--- src/rtl/boot_loader_pkg.sv ---
// Shared types and helpers for the parametrised UART boot loader.
package boot_loader_pkg;

  localparam int BYTE_W = 8;

  typedef enum logic [3:0] {
    S_LOAD,
    S_WRITE,
    S_CHECK,
    S_WAIT_SCAN,
    S_READ,
    S_LATCH,
    S_SEND,
    S_GAP,
    S_DONE,
    S_ERROR
  } state_e;

  // Byte position within a word for the idx-th byte of the stream.
  function automatic int byte_lane(input int idx, input int nbytes, input int big_endian);
    return (big_endian != 0) ? (nbytes - 1 - idx) : idx;
  endfunction

endpackage

--- src/rtl/boot_loader_param_word_serializer.sv ---
// Word-to-byte shifter for readback: presents one lane at a time with
// valid/ready and counts the idle gap after every transferred byte.
module word_serializer
  import boot_loader_pkg::*;
#(
  parameter int WORD_BYTES = 2,
  parameter int BIG_ENDIAN = 1,
  parameter int GAP_CYCLES = 0
) (
  input  logic                         clk,
  input  logic                         rst,
  input  logic                         i_ce,
  input  logic                         i_load,
  input  logic [BYTE_W*WORD_BYTES-1:0] i_word,
  input  logic                         i_send,
  input  logic                         i_gap,
  input  logic                         i_tx_ready,
  output logic [BYTE_W-1:0]            o_tx_byte,
  output logic                         o_tx_valid,
  output logic                         o_xfer,
  output logic                         o_byte_done,
  output logic                         o_last_lane
);

  localparam int W  = BYTE_W * WORD_BYTES;
  localparam int GW = (GAP_CYCLES > 1) ? $clog2(GAP_CYCLES) : 1;

  logic [W-1:0]  r_word;
  logic [1:0]    r_lane;
  logic [GW-1:0] r_gap;
  logic          w_gap_done;

  assign o_tx_valid  = i_send;
  assign o_xfer      = i_send && i_tx_ready && i_ce;
  assign w_gap_done  = i_gap && i_ce && (r_gap == '0);
  // Without a gap the byte is finished the moment it is accepted.
  assign o_byte_done = (GAP_CYCLES == 0) ? o_xfer : w_gap_done;
  assign o_last_lane = (r_lane == 2'(WORD_BYTES - 1));

  always_comb begin
    o_tx_byte = '0;
    if (i_send) begin
      for (int i = 0; i < WORD_BYTES; i++) begin
        if (byte_lane(int'(r_lane), WORD_BYTES, BIG_ENDIAN) == i) begin
          o_tx_byte = r_word[i*BYTE_W +: BYTE_W];
        end
      end
    end
  end

  always_ff @(posedge clk) begin
    if (rst) begin
      r_word <= '0;
      r_lane <= '0;
      r_gap  <= '0;
    end else if (i_ce) begin
      if (i_load) begin
        r_word <= i_word;
        r_lane <= '0;
      end else if (o_byte_done) begin
        r_lane <= o_last_lane ? 2'd0 : r_lane + 2'd1;
      end
      if (o_xfer) begin
        r_gap <= GW'(GAP_CYCLES - 1);
      end else if (i_gap && (r_gap != '0)) begin
        r_gap <= r_gap - GW'(1);
      end
    end
  end

endmodule

--- src/rtl/boot_loader_param.sv ---
// UART boot loader: packs rx bytes into words, writes program RAM, verifies
// a trailing checksum, then streams RAM back out on scan_memory.
// States: LOAD assemble | WRITE ram write | CHECK checksum | WAIT_SCAN idle | READ strobe | LATCH capture | SEND tx | GAP idle | DONE | ERROR
module boot_loader_param
  import boot_loader_pkg::*;
#(
  parameter int WORD_BYTES = 2,
  parameter int DEPTH      = 64,
  parameter int ADDR_W     = 6,
  parameter int BIG_ENDIAN = 1,
  parameter int GAP_CYCLES = 0,
  parameter int RX_TIMEOUT = 0
) (
  input  logic                         clk,
  input  logic                         rst,
  input  logic                         ce,
  input  logic [7:0]                   rx_byte,
  input  logic                         rx_valid,
  output logic [7:0]                   tx_byte,
  output logic                         tx_valid,
  input  logic                         tx_ready,
  input  logic                         scan_memory,
  output logic                         boot,
  output logic [ADDR_W-1:0]            ram_addr,
  output logic                         ram_enable,
  output logic                         ram_rw,
  output logic [BYTE_W*WORD_BYTES-1:0] ram_in,
  input  logic [BYTE_W*WORD_BYTES-1:0] ram_out,
  output logic                         done,
  output logic                         error
);

  localparam int W    = BYTE_W * WORD_BYTES;
  localparam int TO_W = (RX_TIMEOUT > 1) ? $clog2(RX_TIMEOUT) : 1;

  state_e            r_state, w_next;
  logic [1:0]        r_byte_cnt;
  logic [W-1:0]      r_asm, w_asm_next;
  logic [W-1:0]      r_ram_in;
  logic [ADDR_W-1:0] r_idx;
  logic [7:0]        r_csum;
  logic              r_got_byte;
  logic [TO_W-1:0]   r_to_cnt;

  logic w_last_word, w_word_full, w_accept, w_csum_byte, w_timeout;
  logic w_xfer, w_byte_done, w_last_lane;

  assign w_last_word = (r_idx == ADDR_W'(DEPTH - 1));
  assign w_word_full = (r_byte_cnt == 2'(WORD_BYTES - 1));
  // A byte landing in WRITE belongs to the next word, or is the checksum after the last one.
  assign w_accept    = ce && rx_valid && ((r_state == S_LOAD) || (r_state == S_WRITE && !w_last_word));
  assign w_csum_byte = ce && rx_valid && ((r_state == S_CHECK) || (r_state == S_WRITE && w_last_word));
  assign w_timeout   = (RX_TIMEOUT > 0) && r_got_byte && ce && !rx_valid &&
                       ((r_state == S_LOAD) || (r_state == S_CHECK)) && (r_to_cnt == '0);

  always_comb begin
    w_asm_next = r_asm;
    for (int i = 0; i < WORD_BYTES; i++) begin
      if (byte_lane(int'(r_byte_cnt), WORD_BYTES, BIG_ENDIAN) == i) begin
        w_asm_next[i*BYTE_W +: BYTE_W] = rx_byte;
      end
    end
  end

  always_ff @(posedge clk) begin
    if (rst) r_state <= S_LOAD;
    else     r_state <= w_next;
  end

  always_comb begin
    w_next = r_state;
    if (ce) begin
      case (r_state)
        S_LOAD: begin
          if (w_timeout)                   w_next = S_ERROR;
          else if (w_accept && w_word_full) w_next = S_WRITE;
        end
        S_WRITE: begin
          if (w_csum_byte)                  w_next = (rx_byte == r_csum) ? S_WAIT_SCAN : S_ERROR;
          else if (w_last_word)             w_next = S_CHECK;
          else if (w_accept && w_word_full) w_next = S_WRITE;
          else                              w_next = S_LOAD;
        end
        S_CHECK: begin
          if (w_csum_byte)    w_next = (rx_byte == r_csum) ? S_WAIT_SCAN : S_ERROR;
          else if (w_timeout) w_next = S_ERROR;
        end
        S_WAIT_SCAN: if (scan_memory) w_next = S_READ;
        S_READ:      w_next = S_LATCH;
        S_LATCH:     w_next = S_SEND;
        S_SEND, S_GAP: begin
          if (w_byte_done) begin
            if (!w_last_lane)      w_next = S_SEND;
            else if (!w_last_word) w_next = S_READ;
            else                   w_next = S_DONE;
          end else if (w_xfer) begin
            w_next = S_GAP;
          end
        end
        default: w_next = r_state;
      endcase
    end
  end

  always_ff @(posedge clk) begin
    if (rst) begin
      r_byte_cnt <= '0;
      r_asm      <= '0;
      r_ram_in   <= '0;
      r_idx      <= '0;
      r_csum     <= '0;
      r_got_byte <= 1'b0;
      r_to_cnt   <= '0;
    end else if (ce) begin
      if (w_accept) begin
        r_asm      <= w_asm_next;
        r_csum     <= r_csum + rx_byte;
        r_got_byte <= 1'b1;
        r_byte_cnt <= w_word_full ? 2'd0 : r_byte_cnt + 2'd1;
        if (w_word_full) r_ram_in <= w_asm_next;
      end
      if (RX_TIMEOUT > 0) begin
        if (w_accept || w_csum_byte) begin
          r_to_cnt <= TO_W'(RX_TIMEOUT - 1);
        end else if ((r_state == S_LOAD || r_state == S_CHECK) && r_got_byte && (r_to_cnt != '0)) begin
          r_to_cnt <= r_to_cnt - TO_W'(1);
        end
      end
      if (r_state == S_WRITE && !w_last_word) begin
        r_idx <= r_idx + ADDR_W'(1);
      end else if (r_state == S_WAIT_SCAN) begin
        r_idx <= '0;
      end else if (w_byte_done && w_last_lane && !w_last_word) begin
        r_idx <= r_idx + ADDR_W'(1);
      end
    end
  end

  word_serializer #(
    .WORD_BYTES(WORD_BYTES),
    .BIG_ENDIAN(BIG_ENDIAN),
    .GAP_CYCLES(GAP_CYCLES)
  ) u_ser (
    .clk        (clk),
    .rst        (rst),
    .i_ce       (ce),
    .i_load     (r_state == S_LATCH),
    .i_word     (ram_out),
    .i_send     (r_state == S_SEND),
    .i_gap      (r_state == S_GAP),
    .i_tx_ready (tx_ready),
    .o_tx_byte  (tx_byte),
    .o_tx_valid (tx_valid),
    .o_xfer     (w_xfer),
    .o_byte_done(w_byte_done),
    .o_last_lane(w_last_lane)
  );

  assign ram_addr   = r_idx;
  assign ram_in     = r_ram_in;
  assign ram_enable = (r_state == S_WRITE) || (r_state == S_READ);
  assign ram_rw     = (r_state == S_WRITE);
  assign done       = (r_state == S_DONE);
  assign error      = (r_state == S_ERROR);
  assign boot       = (r_state == S_LOAD) || (r_state == S_WRITE) ||
                      (r_state == S_CHECK) || (r_state == S_ERROR);

endmodule

--- config.mk ---
export PLATFORM = sky130hd
export DESIGN_NAME = boot_loader_param
export DESIGN_NICKNAME = d
export VERILOG_FILES = /design/src/rtl/boot_loader_pkg.sv /design/src/rtl/boot_loader_param_word_serializer.sv /design/src/rtl/boot_loader_param.sv
export SDC_FILE = /design/constraint.sdc
export NUM_CORES = 1
export LEC_CHECK = 0
export CAP_MARGIN = 40
export CORE_MARGIN = 2
export CORE_UTILIZATION = 55
export CTS_BUF_LIST = sky130_fd_sc_hd__clkbuf_16
export CTS_CLUSTER_DIAMETER = 100
export DETAILED_ROUTE_END_ITERATION = 8
export PLACE_DENSITY = 0.82
export SYNTH_ARGS = -nofsm -noshare
export SYNTH_HDL_FRONTEND = slang
export SYNTH_HIERARCHICAL = 1
export SYNTH_SLANG_ARGS = --single-unit
--- constraint.sdc ---
create_clock -name clk -period 3.13 [get_ports clk]
set_input_delay 0.313 -clock clk [delete_from_list [all_inputs] [get_ports clk]]
set_output_delay 0.313 -clock clk [all_outputs]
set_load 0.01 [all_outputs]
==> results.sh <==
export IMPL_grt_pass1_wl_mm=11.4
export IMPL_avgSynthCellArea_um2=8.18
export IMPL_synth_nets=425
export IMPL_required_ps=2820
export IMPL_critical_path_max_fanout=14
export IMPL_dieHeight_um=79.8
export IMPL_ctsHtreeMaxLevel=3
export IMPL_crit_arrival_ps=2240
export IMPL_clock_sinks=62
export IMPL_skew_ps=7.31
export IMPL_tightest_slew_ps=817
export IMPL_design_die_area_um2=6360
export IMPL_area_delta_synth_final_pct=27.6
export IMPL_root_buffer="clkbuf_16"
export IMPL_p_switching_mw=0.446
export IMPL_wirelength_mm=7.06
export IMPL_clockBufferDepth=2
export IMPL_syn_area_um2=3160
export IMPL_pwr_share_comb_pct=9.5
export IMPL_dr_pass1_iters=5
export IMPL_place_congestion=0.909
export IMPL_fillCellCount=451
export IMPL_path_clk_slew_ps=50
export IMPL_hold_class="register to register"
export IMPL_rsz0062_at_grt="false"
export IMPL_peakVddDrop_uv=360
export IMPL_cts_inserted_buffers=9
export IMPL_clkPwrFrac_pct=46.6
export IMPL_status="finished, final reports clean"
export IMPL_critPathCaptureType="primary output"
export IMPL_p_per_area_nw_per_um2=464
export IMPL_final_cell_area_um2=4030
export IMPL_clk_insertion_delay_late_ps=330
export IMPL_core_area_um2=5540
export IMPL_cts_resized=0
export IMPL_synthCells=386
export IMPL_fin_tns_setup_ps=0
export IMPL_nNetsFinal=479
export IMPL_wl_per_cell_um=13.7
export IMPL_drc=0
export IMPL_grt_overflow_total=0
export IMPL_grt_total_usage_pct=22.9
export IMPL_cts_hold_buf=0
export IMPL_dp_hpwl_mm=4.97
export IMPL_io_pins=66
export IMPL_drt_initial_drc_count=232
export IMPL_vias_per_cell=5.61
export IMPL_post_cts_setup_buffer_count=0
export IMPL_antenna_found_initial=0
export IMPL_setup_viol=0
export IMPL_max_slew_margin_pct=45.6
export IMPL_final_common_cell="nand2_1"
export IMPL_p_int_mw=1.42
export IMPL_layout_common_cells="nand2_1, clkdlybuf4s50_1, dfxtp_1"
export IMPL_drive_gt1_share_pct=9.21
export IMPL_start_kind="register"
export IMPL_slew_violations=0
export IMPL_tritoncts="built"
export IMPL_leakagePower_nw=1.41
export IMPL_diodes=0
export IMPL_place_area_um2=3760
export IMPL_p_sw_share_pct=23.9
export IMPL_postRouteAntennaNets=0
export IMPL_dieWidth_um=79.8
export IMPL_seqPwrFrac_pct=43.9
export IMPL_finalHoldViolCount=0
export IMPL_start_util_pct=57.0
export IMPL_grt_max_degree=41
export IMPL_worstSetupPathType="register to primary output"
export IMPL_max_clock_freq_mhz=391
export IMPL_num_rows=27
export IMPL_final_min_clock_period_ps=2560
export IMPL_yosysWarnings=6
export IMPL_timing_final_crit_share_pct=81.6
export IMPL_first_global_vias=2552
export IMPL_max_cap_violations=0
export IMPL_vias=2899
export IMPL_port_buffers=65
state kept, by name, summed over array words and instances (netlist names):
| register | flops |
|---|---|
| r_state | 4 |
| ram_addr | 6 |
| r_byte_cnt | 2 |
| ram_in | 16 |
| r_csum | 8 |
| u_ser/r_word | 16 |
| r_asm | 8 |
| u_ser/r_lane | 2 |
worst paths after layout:
path / slack (ps) / end / depth (start not counted) / from
worst max-delay path: 570 / tx_byte[5] / 5 / r_state[1]
worst min-delay path: 450 / ram_in[3] / 2 / ram_in[3]
worst max register to register: 920 / r_state[0] / 7 / r_state[1]
worst min register to register: 450 / ram_in[3] / 2 / ram_in[3]
per-layer routing:
layer | track usage, % | wire [µm] | part of all wire [%]
met5 | 0 | 0 | 0
met1 | 28.9 | 3100 | 44
met2 | 37.4 | 3400 | 48
met4 | 10.8 | 138 | 2.0
met3 | 4.75 | 421 | 6.0
cell type report:
cell class / count / area (µm²) / area share (%)
clock buffer: 9 / 225 / 5.59
tap: 72 / 90.1 / 2.24
multi-input combinational: 287 / 1720 / 42.7
sequential: 62 / 1240 / 30.8
clock inverter: 7 / 41.3 / 1.02
timing repair buffer: 68 / 668 / 16.6
inverter: 12 / 45.0 / 1.12
power groups by stage:
stage / sequential (mW) / combinational (mW) / clock (mW)
after floorplan: 0.834 / 0.106 / 0
after global placement: 0.836 / 0.172 / 0
after detailed placement: 0.836 / 0.175 / 0
after CTS: 0.820 / 0.177 / 0.881
after global routing: 0.822 / 0.196 / 0.916
final: 0.821 / 0.177 / 0.871
worst max-delay path, stage by stage (launching register included):
cell	delay (ps)
dfxtp_1	580
nand2b_1	150
nor2_1	220
nand2_1	240
nor2_1	180
clkdlybuf4s50_1	550
through the flow:
step | hold slack, ps | total power, mW | worst slack, ps | utilization [%] | cells
finish | 454 | 1.87 | 575 | 72.7 | 517
global route | 468 | 1.93 | 383 | 72.7 | 517
CTS | 453 | 1.88 | 571 | 72.7 | 517
detailed placement | 445 | 1.01 | 684 | 67.9 | 501
global placement | 438 | 1.01 | 736 | 67.9 | 501
floorplan | 432 | 0.939 | 1190 | - | 386
Note: power is estimated with default switching activity, not from simulation.
